===== config.mk =====
export PLATFORM = sky130hd
export DESIGN_NAME = zhegalkin_analyzer
export DESIGN_NICKNAME = d
export VERILOG_FILES = /design/src/rtl/zhegalkin_analyzer.sv
export SDC_FILE = /design/constraint.sdc
export NUM_CORES = 1
export LEC_CHECK = 0
export BUFFER_PORTS_ARGS = -buffer_cell sky130_fd_sc_hd__buf_2
export CORE_UTILIZATION = 50
export DETAILED_ROUTE_END_ITERATION = 8
export PLACE_DENSITY = 0.73
export SYNTH_ARGS = -nofsm -noshare
export SYNTH_HDL_FRONTEND = slang
export SYNTH_SLANG_ARGS = --single-unit

===== constraint.sdc =====
create_clock -name clk -period 3.8 [get_ports clk]
set_input_delay 0.76 -clock clk [delete_from_list [all_inputs] [get_ports clk]]
set_output_delay 0.76 -clock clk [all_outputs]
set_load 0.01 [all_outputs]

===== src/rtl/zhegalkin_analyzer.sv =====
// ---------------------------------------------------------------------------
// zhegalkin_analyzer
//
// Drives all 16 input vectors into a 4-input function under test, captures
// its response y into a truth table, then decodes that table into Zhegalkin
// (ANF) coefficients with a four-stage in-place Moebius transform.
//
// Parameters:
//   SETTLE  cycles each vector is held on x before y is sampled (1..15)
//
// Ports:
//   clk     rising-edge clock
//   rst_n   synchronous active-low reset
//   start   run request, honoured only in IDLE
//   y       response of the function under test to x
//   x       stimulus vector (x[3] is MSB)
//   busy    high while a run is in progress
//   done    one-cycle pulse when tt/anf/weight update
//   tt      truth table, tt[i] = f(x=i)
//   anf     Zhegalkin coefficients, anf[m] = coefficient of prod x[k], k in m
//   weight  number of ones in tt
// ---------------------------------------------------------------------------
module zhegalkin_analyzer #(
  parameter int SETTLE = 2
) (
  input  logic        clk,
  input  logic        rst_n,
  input  logic        start,
  input  logic        y,
  output logic [3:0]  x,
  output logic        busy,
  output logic        done,
  output logic [15:0] tt,
  output logic [15:0] anf,
  output logic [4:0]  weight
);

  localparam int CW = (SETTLE > 1) ? $clog2(SETTLE) : 1;
  localparam logic [CW-1:0] CNT_LAST = CW'(SETTLE - 1);

  typedef enum logic [1:0] {
    IDLE    = 2'd0,
    CAPTURE = 2'd1,
    MOBIUS  = 2'd2
  } state_t;

  state_t         state_reg;
  state_t         state_next;
  logic [3:0]     idx_reg;
  logic [CW-1:0]  cnt_reg;
  logic [1:0]     stg_reg;
  logic [15:0]    work_reg;
  logic [15:0]    cap_reg;    // untouched copy of the table; work is transformed in place
  logic           done_reg;
  logic [15:0]    tt_reg;
  logic [15:0]    anf_reg;
  logic [4:0]     weight_reg;

  logic           sample;
  logic           last_vec;
  logic [3:0]     stg_mask;
  logic [15:0]    mob;

  assign sample   = (state_reg == CAPTURE) && (cnt_reg == CNT_LAST);
  assign last_vec = sample && (idx_reg == 4'd15);

  // One butterfly stage: every index with the stage bit set absorbs its
  // partner with that bit cleared. Reads only registered work, so each stage
  // sees the complete result of the previous one.
  assign stg_mask = 4'b0001 << stg_reg;

  genvar gi;
  generate
    for (gi = 0; gi < 16; gi++) begin : g_mob
      localparam logic [3:0] M = 4'(gi);
      assign mob[gi] = (|(M & stg_mask)) ? (work_reg[gi] ^ work_reg[M ^ stg_mask])
                                         : work_reg[gi];
    end
  endgenerate

  function automatic logic [4:0] popcount16(input logic [15:0] v);
    logic [4:0] s;
    s = 5'd0;
    for (int i = 0; i < 16; i++) begin
      s = s + 5'(v[i]);
    end
    return s;
  endfunction

  // State register
  always_ff @(posedge clk) begin
    if (!rst_n) begin
      state_reg <= IDLE;
    end else begin
      state_reg <= state_next;
    end
  end

  // Next-state logic
  always_comb begin
    state_next = state_reg;
    case (state_reg)
      IDLE:    if (start)            state_next = CAPTURE;
      CAPTURE: if (last_vec)         state_next = MOBIUS;
      MOBIUS:  if (stg_reg == 2'd3)  state_next = IDLE;
      default:                       state_next = IDLE;
    endcase
  end

  // Datapath
  always_ff @(posedge clk) begin
    if (!rst_n) begin
      idx_reg    <= 4'd0;
      cnt_reg    <= '0;
      stg_reg    <= 2'd0;
      work_reg   <= 16'd0;
      cap_reg    <= 16'd0;
      done_reg   <= 1'b0;
      tt_reg     <= 16'd0;
      anf_reg    <= 16'd0;
      weight_reg <= 5'd0;
    end else begin
      done_reg <= 1'b0;
      case (state_reg)
        IDLE: begin
          if (start) begin
            idx_reg <= 4'd0;
            cnt_reg <= '0;
          end
        end
        CAPTURE: begin
          if (sample) begin
            work_reg[idx_reg] <= y;
            cap_reg[idx_reg]  <= y;
            if (idx_reg == 4'd15) begin
              stg_reg <= 2'd0;
            end else begin
              idx_reg <= idx_reg + 4'd1;
              cnt_reg <= '0;
            end
          end else begin
            cnt_reg <= cnt_reg + CW'(1);
          end
        end
        MOBIUS: begin
          work_reg <= mob;
          stg_reg  <= stg_reg + 2'd1;
          if (stg_reg == 2'd3) begin
            done_reg   <= 1'b1;
            anf_reg    <= mob;
            tt_reg     <= cap_reg;
            weight_reg <= popcount16(cap_reg);
          end
        end
        default: ;
      endcase
    end
  end

  assign x      = (state_reg == CAPTURE) ? idx_reg : 4'd0;
  assign busy   = (state_reg != IDLE);
  assign done   = done_reg;
  assign tt     = tt_reg;
  assign anf    = anf_reg;
  assign weight = weight_reg;

endmodule


Word level (Yosys, flattened, before mapping)
Index checks and enable logic that the tools add are counted.
{ "word_totals": {"wordCells": 184, "rom_bits": 0, "output_inout_bits": 43, "ramBits": 0, "latch_bits": 0, "input_bits": 4, "register_bits": 79, "mem_count": 0} }
{ "op_classes": {"reduce_logical": 27, "mux": 68, "magnitude_cmp": 17, "shifts": 1, "n_addsub": 18, "mul": 0, "eq_ne": 11, "div_mod_pow": 0, "bitwise_logic": 31} }
{ "op_table": {"columns": ["cell", "n"], "rows": [
  ["4-bit by 5-bit less-than comparator with 1-bit output (second input constant)", 16],
  ["1-bit binary-select mux with 4-bit select", 15],
  ["5-bit by 1-bit adder with 5-bit output", 11],
  ["1-bit two-way mux", 35],
  ["16-bit bitwise mux", 2],
  ["16-bit one-hot mux with 2 select lines", 1],
  ["16-bit two-way mux", 1],
  ["4-bit two-way mux", 4],
  ["1-bit bitwise XOR", 15],
  ["2-bit inverter", 6],
  ["3-bit inverter", 4],
  ["3-bit AND reduction", 4],
  ["2-bit OR reduction", 6],
  ["3-bit OR reduction", 4],
  ["2-bit two-way mux", 5],
  ["2-bit != test (second input constant)", 5],
  ["4-bit one-hot mux with 2 select lines", 1],
  ["2-bit AND reduction", 4],
  ["2-bit one-hot mux with 3 select lines", 1],
  ["2-bit nonzero test", 3],
  ["4-bit by 1-bit adder with 5-bit output", 1],
  ["1-bit inverter", 5],
  ["3-bit by 1-bit adder with 4-bit output", 1],
  ["4-bit by 1-bit adder with 4-bit output (second input constant)", 1],
  ["19 further kinds", 22]
]} }

Longest topological paths before layout
Gate-level depths: netlist of run 1.
{ "depth": {"ltp_word": 15, "ltp_mapped": 14, "ltp_nobuf": 14} }

Worst setup path after synthesis of run 1
No wires, ideal clock.
{ "synth_timing": {"path_type": "register to register", "start": "register cap_reg[0]", "end": "register weight_reg[3] (netlist: weight[3])", "t_arrival_ps": 3301, "required_time_ps": 3730, "period_less_slack_ps": 3371, "path_slack_ps": 429, "setup_ps": 70, "stages_incl_launch_ff": 13, "n_path_buf": 0, "cell_sequence": "dfxtp_1 inv_1 fa_1 fa_1 fa_1 fa_1 inv_1 ha_1 a21o_1 a21oi_1 xnor2_1 nand2_1 a21oi_1"} }
{ "synth_via": {"elab_chain_len": 15} }
{ "synth_lines": {"columns": ["item", "line_no", "rtl"], "rows": [
  ["start: declaration", "53", "logic [15:0] cap_reg;"],
  ["start signal: indexed assignment", "134", "cap_reg[idx_reg] <= y;"],
  ["1-bit by 1-bit adder with 2-bit output", "85", "s = s + 5'(v[i]);"],
  ["2-bit by 1-bit adder with 3-bit output", "85", null],
  ["3-bit by 1-bit adder with 4-bit output", "85", null],
  ["4-bit by 1-bit adder with 5-bit output", "85", null],
  ["5-bit by 1-bit adder with 5-bit output (11 in a row)", "85", null],
  ["end signal: assignment", "152", "weight_reg <= popcount16(cap_reg);"],
  ["end: declaration", "57", "logic [4:0] weight_reg;"]
]} }
No other way between the ends.
A chain may end at the register's enable or synchronous reset.

Final worst setup path of run 1
{ "layout_timing": {"start": "register cap_reg[5]", "end": "register weight_reg[3] (netlist: weight[3])"} }
{ "layout_via": {"elab_chain_len": 11} }
{ "layout_lines": {"columns": ["item", "line_no"], "rows": [
  ["5-bit by 1-bit adder with 5-bit output (11 in a row)", "85"]
]} }
No other way between the ends.

==> flow_summary.json, run 1 <==
{
  "start_kind": "register",
  "fin_crit_sh_pct": 94.70,
  "netlist_instances": 565,
  "ff2ff_setup_slack_ns": 0.20,
  "rr_worst_depth": 12,
  "ys_ff_latch": 79,
  "worstSetupEndpointType": "register",
  "route.vias.total": 4251,
  "finalInstanceArea_um2": 5315,
  "start_util_pct": 52.42,
  "clkTransAtPathRegs_ns": 0.09,
  "leakage_nw": 2.012,
  "place_congestion": 0.9113,
  "hpwl_mm": 8.640,
  "cts_resized": 0,
  "syn_nets": 592,
  "grt_antenna_before_repair": 0,
  "drive_gt1_share_pct": 16.61,
  "synth_edf_count": 0,
  "synth_area_per_cell_um2": 8.694,
  "clock_latency_ns": 0.37,
  "path_class": "register to register",
  "reg2reg_to": "weight[3]$_SDFFE_PN0P_",
  "place_area_um2": 5094,
  "maxCapViolations": 0,
  "yosys_warnings": 0,
  "cts_root_buffer": "clkbuf_8",
  "area_delta_synth_final_pct": 8.202,
  "first_global_vias": 3976,
  "drt_first_pass_iters": 5,
  "cts_buffers": 9,
  "vias_per_cell": 5.962,
  "portBuffers": 46,
  "rsz0062_at_grt": "false",
  "die-area_um2": 10230,
  "hold_class": "register to register",
  "drt-total-wl_mm": 12.54,
  "overflow": 0,
  "layout_commonest_cell": "nand2_1",
  "whs_path_depth": 2,
  "min_period_ns": 3.598,
  "nets": 606,
  "clock-sinks": 79,
  "whs_endpoint": "anf[15]$_SDFFE_PN0P_",
  "outcome": "finished, final reports clean",
  "slew_violations": 0,
  "grt_pass1_wl_mm": 20.24,
  "drt_iter0_drc": 325,
  "hold_violations": 0,
  "grt_max_degree": 61,
  "syn_area_um2": 4912,
  "power.density_nw_per_um2": 299.0,
  "h-tree-depth": 3,
  "max_freq_mhz": 277.9,
  "postCtsSetupBuffers": 0,
  "cts_tree": "yes",
  "async_flop_share_pct": 0,
  "ir_worst_vdd_mv": 0.1534,
  "crit_required_ns": 4.10,
  "ctsHoldBuffers": 0,
  "grtUsageTotal_pct": 25.74,
  "skew_ns": 0.01181,
  "die_y_um": 101.1,
  "io_pins": 47,
  "die_w_um": 101.1,
  "worstPathArrival_ns": 3.90,
  "hold_start": "anf[15]$_SDFFE_PN0P_",
  "post_synth_num_cell_types": 63,
  "finalSetupViolCount": 0,
  "tns_ns": 0,
  "routedWlPerCell_um": 17.59,
  "core_um2": 9371,
  "worst_pin_slew_ns": 1.146,
  "clk_path_buf_depth": 2,
  "relSlewSlack_pct": 23.59,
  "route.detailed.drc": 0,
  "drtAntennaViolNets": 0,
  "ys.flop_type": "dfxtp_1",
  "diodes": 0,
  "timing.rr.start": "cap_reg[5]$_SDFFE_PN0P_",
  "ys_seq_area_share_pct": 32.20,
  "rows": 35,
  "worstPathMaxFanout": 3,
  "final_cell_mix": "nand2_1 (80), dfxtp_1 (79), a21oi_1 (54), buf_2 (46), nor2_1 (41)"
}
==> Yosys cell counts, drive strengths merged (6+ instances only) <==
cell type  count  area share, %
a211oi        12            1.8
or3            6           0.76
mux4          22             11
ha            13            3.3
o21ai         23            2.3
nand2b         7           0.89
mux2           8            1.8
buf           20            3.0
nor2          43            3.3
clkbuf        29            2.4
nor2b          6           0.76
nor3          10            1.0
inv           35            2.7
o21a           9            1.4
nand3         10            1.0
dfxtp         79             32
nand2         80            6.1
and2           6           0.76
xor2           8            1.4
fa            10            4.1
mux2i         14            2.9
xnor2         10            1.8
a21oi         54            5.5
==> power breakdown <==
| group | total [mW] | leakage (nW) | internal, mW | switching, mW |
|---|---|---|---|---|
| logic | 0.0426 | 1.27 | 0.0108 | 0.0317 |
| clock network | 0.712 | 0.107 | 0.375 | 0.337 |
| registers | 0.835 | 0.637 | 0.830 | 0.00521 |
==> per-stage QoR <==
| stage | utilization, % | hold slack [ns] | power [mW] | cells | setup slack, ns |
|---|---|---|---|---|---|
| finish | 56.72 | 0.4508 | 1.589 | 713 | 0.2015 |
| global route | 56.72 | 0.4661 | 1.640 | 713 | 0.01876 |
| CTS | 56.72 | 0.4534 | 1.591 | 713 | 0.1931 |
| detailed placement | 54.35 | 0.4421 | 0.8963 | 697 | 0.2176 |
| global placement | 54.35 | 0.4377 | 0.8950 | 697 | 0.3234 |
| floorplan | - | 0.4319 | 0.8843 | 565 | 0.4293 |
==> how the worst max path moves through the flow <==
stage          slack, ns                     end                startpoint
2_1_floorplan       0.43  weight[3]$_SDFFE_PN0P_   cap_reg[0]$_SDFFE_PN0P_
3_3_place_gp        0.32  weight[3]$_SDFFE_PN0P_   cap_reg[0]$_SDFFE_PN0P_
3_5_place_dp        0.22  weight[3]$_SDFFE_PN0P_   cap_reg[0]$_SDFFE_PN0P_
4_1_cts             0.19  weight[3]$_SDFFE_PN0P_   cap_reg[5]$_SDFFE_PN0P_
5_1_grt             0.02  weight[2]$_SDFFE_PN0P_  cap_reg[11]$_SDFFE_PN0P_
6_report            0.20  weight[3]$_SDFFE_PN0P_   cap_reg[5]$_SDFFE_PN0P_
==> worst max-delay path, cell delays in order, from the launching register on <==
cell and delay [ns]:
dfxtp_1 0.36, inv_1 0.07, fa_1 0.56, fa_1 0.44, fa_1 0.43, fa_1 0.58
inv_1 0.07, ha_1 0.30, a21o_1 0.18, a21oi_1 0.17, xnor2_1 0.14, nand2_1 0.07
a21oi_1 0.15
==> metal layers <==
metal	track usage, %	wire length [um]	vias up
met3	4.161	791	30
met4	10.26	295	0
met2	41.55	5858	155
li1	-	-	1999
met1	34.54	5594	2067
met5	0	0	-
==> area by class of cell <==
type / count / area [um^2]
clock buffer: 10 / 127.6
clock inverter: 6 / 93.84
fill: 885 / 4056
inverter: 36 / 135.1
multi-input combinational: 401 / 2940
sequential: 79 / 1582
tap: 129 / 161.4
timing repair buffer: 52 / 275.3
==> logic make-up (layout without fill, tap and decap cells) <==
| family | Yosys count | count (layout) | synth area share (%) |
|---|---|---|---|
| compound gates | 130 | 130 | 16.35 |
| xor+xnor | 18 | 18 | 3.209 |
| simple gates | 186 | 186 | 17.45 |
| mux | 44 | 44 | 15.31 |
| buf+inv | 85 | 104 | 8.099 |
| fa+ha+maj | 23 | 23 | 7.387 |
| flops | 79 | 79 | 32.20 |
No activity file was read; power rests on OpenSTA's default activity.
==> inputs of run 2 (changes only) <==
Settings changed: CELL_PAD_IN_SITES_DETAIL_PLACEMENT set to 0, CELL_PAD_IN_SITES_GLOBAL_PLACEMENT set to 1, CORE_MARGIN set to 4, CORE_UTILIZATION 50 to 46, PLACE_DENSITY 0.73 to 0.85.
==> flow_summary.json, run 2 (same netlist as run 1, synthesis figures left out) <==
{
  "outcome": "finished, final reports clean",
  "slew_violations": 0,
  "leakage_nw": 2.026,
  "startpoint": "cap_reg[5]$_SDFFE_PN0P_",
  "relSlewSlack_pct": 38.83,
  "grt_pass1_wl_mm": 21.27,
  "crit_path_max_incr_delay_ns": 0.59,
  "hold_ws_ns": 0.4547,
  "worst-path-stages": 12,
  "route.vias.total": 4176,
  "crit_chain": "inv_1 > fa_1 > fa_1 > fa_1 > fa_1 > inv_1 > ha_1 > a21o_1 > a21oi_1 > xnor2_1 > nand2_1 > a21oi_1",
  "die_y_um": 111.3,
  "grt_max_degree": 61,
  "worst_pin_slew_ns": 0.9175,
  "place_ws_ns": 0.2410,
  "critPathTopFamily": "adder cells",
  "ctsHoldBuffers": 0,
  "drtAntennaViolNets": 0,
  "die-area_um2": 12400,
  "cts_tree": "yes",
  "final_cell_mix": "nand2_1 (80), dfxtp_1 (79), a21oi_1 (54), buf_2 (46), nor2_1 (41)",
  "fillers": 1012,
  "drt_iter0_drc": 288,
  "rr_worst_depth": 12,
  "die_w_um": 111.3,
  "timing.rr.start": "cap_reg[5]$_SDFFE_PN0P_",
  "rows": 37,
  "crit_required_ns": 4.10,
  "hold_class": "register to register",
  "io_pins": 47,
  "drive_gt1_share_pct": 17.21,
  "overflow": 0,
  "critical_path.most_common_cell": "fa_1",
  "min_period_ns": 3.620,
  "setup_slack_ns": 0.1798,
  "grtUsageTotal_pct": 21.04,
  "routedWlPerCell_um": 17.71,
  "instances_no_fill": 723,
  "grt_antenna_before_repair": 0,
  "cp_num_buf_inv": 2,
  "diodes": 0,
  "place_congestion": 0.8949,
  "max_freq_mhz": 276.2,
  "clkTransAtPathRegs_ns": 0.10,
  "critPathSlowestCell": "fa_1",
  "clk_path_buf_depth": 2,
  "skew_ns": 0.01943,
  "vias_per_cell": 5.776,
  "hold_violations": 0,
  "first_global_vias": 4075,
  "nets": 609,
  "reg2reg_to": "weight[3]$_SDFFE_PN0P_",
  "start_util_pct": 47.37,
  "cts_root_buffer": "clkbuf_8",
  "finalSetupViolCount": 0,
  "rsz0062_at_grt": "false",
  "core_um2": 10370,
  "postCtsSetupBuffers": 0,
  "drt-total-wl_mm": 12.80,
  "cts_resized": 0,
  "route.detailed.drc": 0,
  "whs_path_depth": 2,
  "path_class": "register to register",
  "fin_crit_sh_pct": 95.27,
  "hpwl_mm": 9.112,
  "worstPathMaxFanout": 3,
  "h-tree-depth": 3,
  "layout_commonest_cell": "nand2_1",
  "clock_latency_ns": 0.37,
  "maxCapViolations": 0,
  "tns_ns": 0,
  "dp_cells": 707,
  "setup.worst_path.end": "weight[3]$_SDFFE_PN0P_",
  "clock-sinks": 79,
  "drt_first_pass_iters": 5,
  "worstSetupEndpointType": "register",
  "area_delta_synth_final_pct": 8.711,
  "worstPathArrival_ns": 3.92,
  "ir_worst_vdd_mv": 0.1830,
  "ff2ff_setup_slack_ns": 0.18,
  "start_kind": "register",
  "power.density_nw_per_um2": 290.2,
  "portBuffers": 46,
  "cts_buffers": 9
}
## run 2: metal layers
| metal | track usage (%) | vias to the layer above | part of all wire, % |
|---|---|---|---|
| li1 | - | 2009 | - |
| met1 | 28.64 | 1977 | 44 |
| met2 | 33.41 | 173 | 46 |
| met3 | 4.457 | 17 | 8.2 |
| met4 | 7.218 | 0 | 1.8 |
| met5 | 0 | - | 0 |
## run 2: worst min path at each step
stage               slack [ns]                     from                endpoint
finish                    0.45      anf[3]$_SDFFE_PN0P_     anf[3]$_SDFFE_PN0P_
global route              0.47     anf[10]$_SDFFE_PN0P_    anf[10]$_SDFFE_PN0P_
CTS                       0.46      anf[3]$_SDFFE_PN0P_     anf[3]$_SDFFE_PN0P_
detailed placement        0.44   weight[3]$_SDFFE_PN0P_  weight[3]$_SDFFE_PN0P_
global placement          0.44     anf[10]$_SDFFE_PN0P_    anf[10]$_SDFFE_PN0P_
floorplan                 0.43  cap_reg[1]$_SDFFE_PN0P_      tt[1]$_SDFFE_PN0P_
## run 2: cell type report
| type | count | area (um^2) | share of cell area [%] |
|---|---|---|---|
| flip-flops and latches | 79 | 1582 | 29.62 |
| inverters | 36 | 135.1 | 2.530 |
| clock buffers | 9 | 123.9 | 2.320 |
| well taps | 136 | 170.2 | 3.187 |
| repair buffers | 55 | 297.8 | 5.576 |
| clock inverters | 7 | 91.34 | 1.710 |
| multi-input cells | 401 | 2940 | 55.06 |
## run 2: report_power, final
part           total, mW  internal [mW]  switching [mW]
sequential         0.835          0.830         0.00512
clock              0.673          0.318           0.355
combinational     0.0423         0.0107          0.0315
## run 2: through the flow
stage	utilization, %	total power [mW]	cell area, um^2
after global routing	51.50	1.602	5340
after global placement	49.42	0.8959	5125
after detailed placement	49.42	0.8962	5125
after CTS	51.50	1.566	5340
after floorplan	-	0.8843	4912
final	51.50	1.550	5340
## run 2: worst min-delay path: cells and delay by family, from the launching register on
kind | cells | cell delay (ns)
AOI/OAI and AO/OA | 1 | 0.05
and+or+nand+nor | 1 | 0.05
DFF | 1 | 0.31
==> inputs of run 3 (changes only) <==
Settings changed: REMOVE_ABC_BUFFERS set to 1.
==> flow_summary.json, run 3 (same netlist as run 1, synthesis figures left out) <==
{
  "clock-sinks": 79,
  "hold_class": "register to register",
  "start_kind": "register",
  "clk_path_buf_depth": 2,
  "worstPathMaxFanout": 3,
  "post-route-util_pct": 51.76,
  "worstPathArrival_ns": 3.85,
  "cts_tree": "yes",
  "rows": 37,
  "core_um2": 10370,
  "leakage_nw": 2.033,
  "drive_gt1_share_pct": 17.38,
  "wl_met3_um": 771,
  "cts_buffers": 9,
  "grt_pass1_wl_mm": 20.64,
  "power.density_nw_per_um2": 298.0,
  "overflow": 0,
  "first_global_vias": 4066,
  "rsz0062_at_grt": "false",
  "grt_max_degree": 31,
  "cts_root_buffer": "clkbuf_8",
  "maxCapViolations": 0,
  "p_seq_share_pct": 52.2,
  "route.detailed.drc": 0,
  "finalSetupViolCount": 0,
  "fillers": 1012,
  "crit_path_max_incr_delay_ns": 0.57,
  "diodes": 0,
  "outcome": "finished, final reports clean",
  "met1_length_mm": 5.480,
  "switching_share_pct": 23.80,
  "die_y_um": 111.3,
  "crit_chain": "inv_1 > fa_1 > fa_1 > fa_1 > fa_1 > inv_1 > ha_1 > a21o_1 > a21oi_2 > xnor2_1 > nand2_1 > a21oi_1",
  "clkTransAtPathRegs_ns": 0.09,
  "nets": 609,
  "instances_no_fill": 723,
  "wl_met2_mm": 5.765,
  "slew_violations": 0,
  "worst_pin_slew_ns": 0.9252,
  "hpwl_mm": 8.620,
  "drtAntennaViolNets": 0,
  "dp_cells": 707,
  "p_int_mw": 1.219,
  "vias_per_cell": 5.813,
  "fin_crit_sh_pct": 93.17,
  "p_clk_share_pct": 45.1,
  "place_congestion": 0.9666,
  "place_ws_ns": 0.2712,
  "max_freq_mhz": 282.5,
  "io_pins": 47,
  "min_period_ns": 3.540,
  "hold_ws_ns": 0.4494,
  "cts_resized": 0,
  "path_class": "register to register",
  "skew_ns": 0.006581,
  "grt_antenna_before_repair": 0,
  "critPathSlowestCell": "fa_1",
  "h-tree-depth": 3,
  "die_w_um": 111.3,
  "relSlewSlack_pct": 38.20,
  "critical_path.most_common_cell": "fa_1",
  "hold_violations": 0,
  "tns_ns": 0,
  "combPwrFrac_pct": 2.7,
  "grtUsageTotal_pct": 20.49,
  "drt-total-wl_mm": 12.37,
  "die-area_um2": 12400,
  "routedWlPerCell_um": 17.10,
  "start_util_pct": 47.37,
  "postCtsSetupBuffers": 0,
  "drt_first_pass_iters": 5,
  "p_sw_mw": 0.3808,
  "final_cell_mix": "nand2_1 (80), dfxtp_1 (79), a21oi_1 (53), buf_2 (46), nor2_1 (41)",
  "route.vias.total": 4203,
  "top_layer": "met4",
  "worstSetupEndpointType": "register",
  "ctsHoldBuffers": 0,
  "portBuffers": 46,
  "drt_iter0_drc": 277,
  "setup_slack_ns": 0.2596,
  "crit_required_ns": 4.11,
  "layout_commonest_cell": "nand2_1",
  "clock_latency_ns": 0.37,
  "ir_worst_vdd_mv": 0.1984,
  "area_delta_synth_final_pct": 9.272
}
-- run 3: changes by cell type in the layout (fill, tap and decap cells not counted), sizes merged --
cell / change
bufinv: +1
inv: +1
clkinv: -2
-- run 3: layer usage --
metal / GRT usage (%) / up-vias
met5: 0 / -
met1: 27.41 / 2013
met3: 4.076 / 34
met4: 9.489 / 0
li1: - / 2019
met2: 32.05 / 137
-- run 3: final cells by class --
cell class                      count  area (um^2)  area share [%]
Clock buffer                        9        123.9           2.308
Clock inverter                      7        102.6           1.911
Multi-Input combinational cell    401         2944           54.85
Inverter                           36        135.1           2.517
Sequential cell                    79         1582           29.46
Tap cell                          136        170.2           3.170
Timing Repair Buffer               55        310.3           5.781
-- run 3: path summary, 6_finish.rpt --
kind	slack (ns)	end	startpoint	cells after the start
worst min-delay path	0.45	anf[3]$_SDFFE_PN0P_	anf[3]$_SDFFE_PN0P_	2
worst max-delay path	0.26	weight[3]$_SDFFE_PN0P_	cap_reg[5]$_SDFFE_PN0P_	12
worst min register to register	0.45	anf[3]$_SDFFE_PN0P_	anf[3]$_SDFFE_PN0P_	2
worst max register to register	0.26	weight[3]$_SDFFE_PN0P_	cap_reg[5]$_SDFFE_PN0P_	12
-- run 3: power groups by stage --
stage	registers [mW]	clock network, mW	logic, mW
5_1_grt	0.836	0.781	0.0482
6_report	0.835	0.722	0.0433
3_3_place_gp	0.854	0	0.0429
4_1_cts	0.835	0.738	0.0435
3_5_place_dp	0.854	0	0.0433
2_1_floorplan	0.853	0	0.0248
-- run 3: critical path: cells and delay by family, from the launching register on --
| family | cells | cell delay (ns) |
|---|---|---|
| adders and majority gates | 5 | 2.30 |
| AOI/OAI and AO/OA | 3 | 0.50 |
| DFF | 1 | 0.35 |
| buffers and inverters | 2 | 0.13 |
| xor gates and xnor gates | 1 | 0.12 |
| and+or+nand+nor | 1 | 0.06 |
-- run 3: per-stage QoR --
| step | area, um^2 | total power [mW] |
|---|---|---|
| after global placement | 5137 | 0.8970 |
| after CTS | 5364 | 1.617 |
| after detailed placement | 5137 | 0.8977 |
| after floorplan | 4649 | 0.8776 |
| final | 5368 | 1.600 |
| after global routing | 5368 | 1.665 |
